===== config.mk =====
export PLATFORM = sky130hd
export DESIGN_NAME = memory_data_buffer
export DESIGN_NICKNAME = d
export VERILOG_FILES = /design/src/rtl/memory_data_buffer.sv
export SDC_FILE = /design/constraint.sdc
export NUM_CORES = 1
export LEC_CHECK = 0
export ABC_CLOCK_PERIOD_IN_PS = 2700
export CELL_PAD_IN_SITES_DETAIL_PLACEMENT = 0
export CELL_PAD_IN_SITES_GLOBAL_PLACEMENT = 1
export CORE_ASPECT_RATIO = 0.6
export CORE_MARGIN = 2
export CORE_UTILIZATION = 41
export CTS_CLUSTER_SIZE = 10
export DETAILED_ROUTE_END_ITERATION = 6
export PLACE_DENSITY_LB_ADDON = 0.1
export SLEW_MARGIN = 25
export SYNTH_ARGS = -nofsm -noshare
export SYNTH_HDL_FRONTEND = slang
export SYNTH_SLANG_ARGS = --single-unit

===== constraint.sdc =====
create_clock -name clk -period 2.7 [get_ports clk]
set_input_delay 0.27 -clock clk [delete_from_list [all_inputs] [get_ports clk]]
set_output_delay 0.27 -clock clk [all_outputs]
set_load 0.005 [all_outputs]

===== src/rtl/memory_data_buffer.sv =====
// Load-data formatting FIFO: extracts and extends a byte/half/word/full field at push time
// and presents the already-formatted head entry from a register.
module memory_data_buffer #(
  parameter int DATA_WIDTH = 32,
  parameter int DEPTH      = 4
) (
  input  logic                            clk,
  input  logic                            reset,
  input  logic                            flush,
  input  logic                            in_valid,
  output logic                            in_ready,
  input  logic [DATA_WIDTH-1:0]           in_data,
  input  logic [1:0]                      in_size,
  input  logic                            in_signed,
  input  logic [$clog2(DATA_WIDTH/8)-1:0] in_offset,
  output logic                            out_valid,
  input  logic                            out_ready,
  output logic [DATA_WIDTH-1:0]           out_data,
  output logic [$clog2(DEPTH+1)-1:0]      count
);

  localparam int OFF_W = $clog2(DATA_WIDTH/8);
  localparam int BIT_W = $clog2(DATA_WIDTH);
  localparam int PTR_W = $clog2(DEPTH);
  localparam int CNT_W = $clog2(DEPTH+1);

  typedef logic [DATA_WIDTH-1:0] word_t;

  word_t              memQ [DEPTH];
  logic [PTR_W-1:0]   wrPtrQ, wrPtrD;
  logic [PTR_W-1:0]   rdPtrQ, rdPtrD;
  logic [CNT_W-1:0]   countQ, countD;
  word_t              headQ, headD;

  logic [OFF_W-1:0]   offHalf, offWord;
  logic [BIT_W-1:0]   bitByte, bitHalf, bitWord;
  logic [7:0]         fieldByte;
  logic [15:0]        fieldHalf;
  logic [31:0]        fieldWord;
  word_t              fmtData;
  logic               doPush, doPop;

  assign in_ready  = (countQ != CNT_W'(DEPTH));
  assign out_valid = (countQ != '0);
  assign out_data  = headQ;
  assign count     = countQ;

  assign doPush = in_valid && in_ready && !flush;
  assign doPop  = out_valid && out_ready && !flush;

  // Half and word fields are naturally aligned, so low offset bits are dropped.
  always_comb begin
    offHalf      = in_offset;
    offHalf[0]   = 1'b0;
    offWord      = in_offset;
    offWord[1:0] = 2'b00;
    bitByte      = {in_offset, 3'b000};
    bitHalf      = {offHalf, 3'b000};
    bitWord      = {offWord, 3'b000};
    fieldByte    = in_data[bitByte +: 8];
    fieldHalf    = in_data[bitHalf +: 16];
    fieldWord    = in_data[bitWord +: 32];
    fmtData      = in_data;
    case (in_size)
      2'b00:   fmtData = in_signed ? DATA_WIDTH'($signed(fieldByte)) : DATA_WIDTH'(fieldByte);
      2'b01:   fmtData = in_signed ? DATA_WIDTH'($signed(fieldHalf)) : DATA_WIDTH'(fieldHalf);
      2'b10:   fmtData = in_signed ? DATA_WIDTH'($signed(fieldWord)) : DATA_WIDTH'(fieldWord);
      default: fmtData = in_data;
    endcase
  end

  // The head register tracks what the head will be after this edge, so out_data is a
  // plain flop that is zero whenever the buffer is empty.
  always_comb begin
    wrPtrD = wrPtrQ;
    rdPtrD = rdPtrQ;
    countD = countQ;
    headD  = headQ;
    if (flush) begin
      wrPtrD = '0;
      rdPtrD = '0;
      countD = '0;
      headD  = '0;
    end else begin
      if (doPush) wrPtrD = wrPtrQ + PTR_W'(1);
      if (doPop)  rdPtrD = rdPtrQ + PTR_W'(1);
      case ({doPush, doPop})
        2'b10:   countD = countQ + CNT_W'(1);
        2'b01:   countD = countQ - CNT_W'(1);
        default: countD = countQ;
      endcase
      if (doPop) begin
        if (countQ == CNT_W'(1)) headD = doPush ? fmtData : '0;
        else                     headD = memQ[rdPtrQ + PTR_W'(1)];
      end else if (doPush && countQ == '0) begin
        headD = fmtData;
      end
    end
  end

  always_ff @(posedge clk or posedge reset) begin
    if (reset) begin
      wrPtrQ <= '0;
      rdPtrQ <= '0;
      countQ <= '0;
      headQ  <= '0;
    end else begin
      wrPtrQ <= wrPtrD;
      rdPtrQ <= rdPtrD;
      countQ <= countD;
      headQ  <= headD;
    end
  end

  always_ff @(posedge clk) begin
    if (doPush) memQ[wrPtrQ] <= fmtData;
  end

endmodule


# Yosys cells after proc, flatten, opt, wreduce, memory -nomap -nowiden
# Memories as Yosys holds them, arrays and structs flattened.
# Index checks and enable logic that the tools add are counted.
# word_totals
output_inout_bits,37
elab_cells,45
inputBits,42
register_bits,39
mem_bits_rw,128
memories,1
# op_classes
reduce_logical,13
n_eq_ne,5
n_addsub,4
shifts,2
mux,16
# mem_list
name,words,word_bits,rd,rd_clocked_by_memory_dff,wr,line,source
memQ,4,32,1,0,1,29,word_t memQ [DEPTH];
# ops
op,count
$mux W32,7
$pmux W32 S2,1
$shiftx A32 B6 Y16,1
$shiftx A32 B6 Y8,1
$reduce_bool A3 Y1,3
$mux W2,4
$pmux W3 S2,1
$logic_and A1 B1 Y1,5
$add A2 B1 Y2 const B,2
$eq A2 B1 Y1 const B,2
$reduce_bool A2 Y1,2
$add A3 B1 Y3 const B,1
$eq A3 B1 Y1 const B,1
$logic_not A3 Y1,1
$mux W3,1
$ne A3 B3 Y1 const B,1
$sub A3 B1 Y3 const B,1
$eq A2 B2 Y1 const B,1
$logic_not A2 Y1,1
$mux W1,2
$logic_not A1 Y1,1

# Logic depth before layout (Yosys ltp)
# depth
ltp_word,7
ltp_mapped,8
depth_no_buf,6

# Worst setup path after synthesis
# Ideal clock, no wire load.
# synth_path
path_kind,flip-flop to flip-flop
from,"reg countQ[0], in the netlist count[0]"
to,"mem memQ[0][0] (netlist name), enable pin"
synth_period_minus_slack_ps,2240
path_stages_with_launch,6
required_time_ps,2308
path_slack_ps,460
arrival_time_ps,1848
n_path_buf,0
setup_ps,392
path_cell_list,dfrtp_1 > inv_1 > ha_1 > nand2_1 > and3b_1 > and2_1
# synth_via
elab_chain_len,5
# synth_rtl
element,line,source
"start, declared",32,"logic [CNT_W-1:0] countQ, countD;"
"start signal, assigned",110,countQ <= countD;
$ne A3 B3 Y1,43,assign in_ready = (countQ != CNT_W'(DEPTH));
named net in_ready,11,"output logic in_ready,"
$logic_and A1 B1 Y1 (2 in series),48,assign doPush = in_valid && in_ready && !flush;
$mux W1,116,if (doPush) memQ[wrPtrQ] <= fmtData;
$mux W1 (not written as such),116,
"end, declared",29,
# The timed path passes the listed nets, and every way through them passes these cells.

# Worst setup path in the final report
# layout_path
from,"reg countQ[0], in the netlist count[0]"
to,out out_valid
# layout_via
elab_chain_len,1
# layout_rtl
element,line,source
$reduce_bool A3 Y1,44,assign out_valid = (countQ != '0);
"end, declared",16,"output logic out_valid,"
# No other way between the ends.

==> flow_summary.yaml <==
status:
  outcome: "finished, final reports clean"
drt:
  ant_nets: 0
  first_iter_violations: 335
  drc: 0
  num_vias: 4492
  first_pass_iters: 5
  viasPerCell: 5.636
  wl_per_cell_um: 23.48
  wl_mm: 18.71
clock_tree:
  insertion_delay_ps: 420
  clkTransAtPathRegs_ps: 70
  cts_sinks: 167
  cts_buffer_depth: 2
  ctsResizeCount: 0
  cts_tree: "built"
  hold_buffers: 0
  cts_setup_buffers: 0
  h-tree-depth: 4
  cts_root_buffer: "clkbuf_16"
  cts_buffers: 17
power:
  p_leak_nw: 3.230
  power_density_nw_per_um2: 844.5
  peakVddDrop_mv: 0.4731
synth:
  syn_area_um2: 7391
  postSynthAreaPerCell_um2: 15.79
  synth_top_area_share_pct: 52.01
  synth_cells: 468
  async_reset_ff_share_pct: 23.35
  yosys_warnings: 0
  synth.area.top_cells: "edfxtp_1, dfrtp_1, mux4_2"
  seq_area_frac_synth_pct: 65.21
  synth_fp_nets: 518
  synth.distinct_cells: 48
  synth_compound_area_share_pct: 11.68
  yosys.area_share.simple_pct: 6.890
  synth_top_family_by_area: "compound AO/OA/AOI/OAI gates"
  yosys_most_used_dff: "edfxtp_1"
  synthAdderAreaFrac_pct: 1.354
  synth_edf_count: 128
  synth_top_area_cell: "edfxtp_1"
  synth-xor-area-share_pct: 0.5925
  synthMuxAreaShare_pct: 11.46
  ys_seq_elements: 167
timing:
  period_minus_slack_ps: 2485
  final.period_utilization_pct: 92.04
  fin_worst_skew_ps: 13.94
  hold_viol_final: 0
  setup_viol_count_final: 0
  tightest_slew_ps: 704.1
  slew_viol_final: 0
  fmax_ghz: 0.4024
  setup_tns_ps: 0
  rsz0062_at_grt: "no"
  relSlewSlack_pct: 52.77
placed_design:
  dp_hpwl_mm: 11.86
  numPortBuffers: 78
  gp_congestion: 0.8019
  place_area_um2: 8574
grt:
  grt_overflow: 0
  grt_pass1_vias: 4602
  antenna_found_initial: 0
  track_usage_pct: 20.64
  grt_max_degree: 41
  grt_pass1_wl_mm: 28.26
floorplanning:
  chipHeight_um: 108
  initial_core_util_pct: 42.46
  die_w_um: 177.3
  core_area_um2: 17410
  dieArea_um2: 19150
  io_pins: 79
  rows: 37
cells_and_area:
  fillCellCount: 1457
  nets: 601
  drive_gt1_share_pct: 18.47
  diodes: 0
  syn2layout_area_growth_pct: 23.79
  postLayoutCellArea_um2: 9149
critical_path:
  path_class: "reg -> out"
  worst_ep_arrival_time_ps: 2220
  cp-end-kind: "primary output"
  rr_endpoint: "out_data[0]"
  required_ps: 2430
  start_kind: "register"
  critical_path.max_fanout: 8
  r2r_slack_ps: 540
  rr_startpoint: "count[0]"
  r2r_cells: 7
run:
  maxCapViolCount: 0
min_path:
  holdCritPathClass: "in -> async"
==> per-layer routing <==
metal | part of all wire (%) | wire, µm | up-vias | global-route usage [%]
met5 | 0 | 0 | - | 0
met3 | 4.7 | 873 | 17 | 3.833
li1 | - | - | 2005 | -
met2 | 46 | 8600 | 123 | 31.88
met1 | 48 | 9041 | 2347 | 30.23
met4 | 1.1 | 197 | 0 | 5.679
==> power breakdown <==
part	internal, W	switching (W)	total, W
Clock	0.00137	0.00102	0.00238
Sequential	0.00312	0.000239	0.00336
Combinational	0.00105	0.000932	0.00198
Total	0.00554	0.00219	0.00773
==> cells in the mapped netlist, drive strengths merged, types with 4 or more instances <==
library cell,number
mux4,34
nor2,35
mux2i,7
a21o,9
clkbuf,14
and3b,4
a21oi,18
and2,6
inv,9
a22o,14
a22oi,24
buf,20
nand2,12
or3,6
edfxtp,128
dfrtp,39
nor2b,20
ha,8
nand2b,7
o31ai,23
==> metrics by stage <==
stage                     utilization (%)  total power, W  cells  hold WS [ps]  setup WS [ps]
final                               52.56        0.007726    797         181.2          214.9
after global routing                52.56        0.008104    797         215.1          75.47
after CTS                           52.56        0.007812    797         201.2          210.5
after detailed placement            49.26        0.005411    766         510.0          398.0
after global placement              49.26        0.005376    766         503.8          434.9
after floorplan                         -        0.004436    468         475.1          459.8
==> worst max path at each step <==
| stage | endpoint | slack [ps] | start | cells after the start |
|---|---|---|---|---|
| finish | out_valid | 210 | count[0] | 4 |
| global route | out_valid | 80 | count[0] | 4 |
| CTS | out_valid | 210 | count[0] | 4 |
| global placement | out_data[2] | 430 | in_offset[1] | 5 |
| floorplan | memQ[0][0] | 460 | count[0] | 5 |
| detailed placement | out_data[2] | 400 | in_offset[1] | 5 |
==> registers in the layout, indices dropped and copies added (netlist names) <==
signal,cells
count,3
rdPtrQ,2
out_data,32
wrPtrQ,2
memQ,128
==> layout make-up <==
type / count / area [µm²] / area share [%]
Sequential cell: 167 / 4821 / 52.69
Multi-Input combinational cell: 258 / 2371 / 25.92
Timing Repair Buffer: 98 / 1056 / 11.54
Clock buffer: 17 / 425.4 / 4.650
Tap cell: 234 / 292.8 / 3.200
Clock inverter: 14 / 148.9 / 1.627
Inverter: 9 / 33.78 / 0.3693
==> cell families (layout without fill, tap and decap cells) <==
group                      after synthesis  count (layout)
DFF                                    167             167
AOI/OAI and AO/OA                      106             106
and+or+nand+nor                         97              97
buffers and inverters                   43             138
muxes                                   42              42
adders and majority gates                8               8
xor gates and xnor gates                 5               5
==> worst max-delay path, stage by stage, from the launching register on <==
cell and delay (ps):
dfrtp_1 470, inv_1 100, ha_1 300, nand2b_1 350, clkdlybuf4s50_1 580
==> placed cells by master, fill, tap and decap left out, types with 13 or more instances in the layout <==
cell             netlist  routed
edfxtp_1             128     128
clkdlybuf4s50_1        0      78
dfrtp_1               39      38
nor2_1                35      35
mux4_2                34      34
a22oi_1               24      24
nor2b_1               20      20
a21oi_1               17      17
clkbuf_16              0      17
a22o_1                14      14
o31ai_2               13      13
No activity file was read; power rests on OpenSTA's default activity.
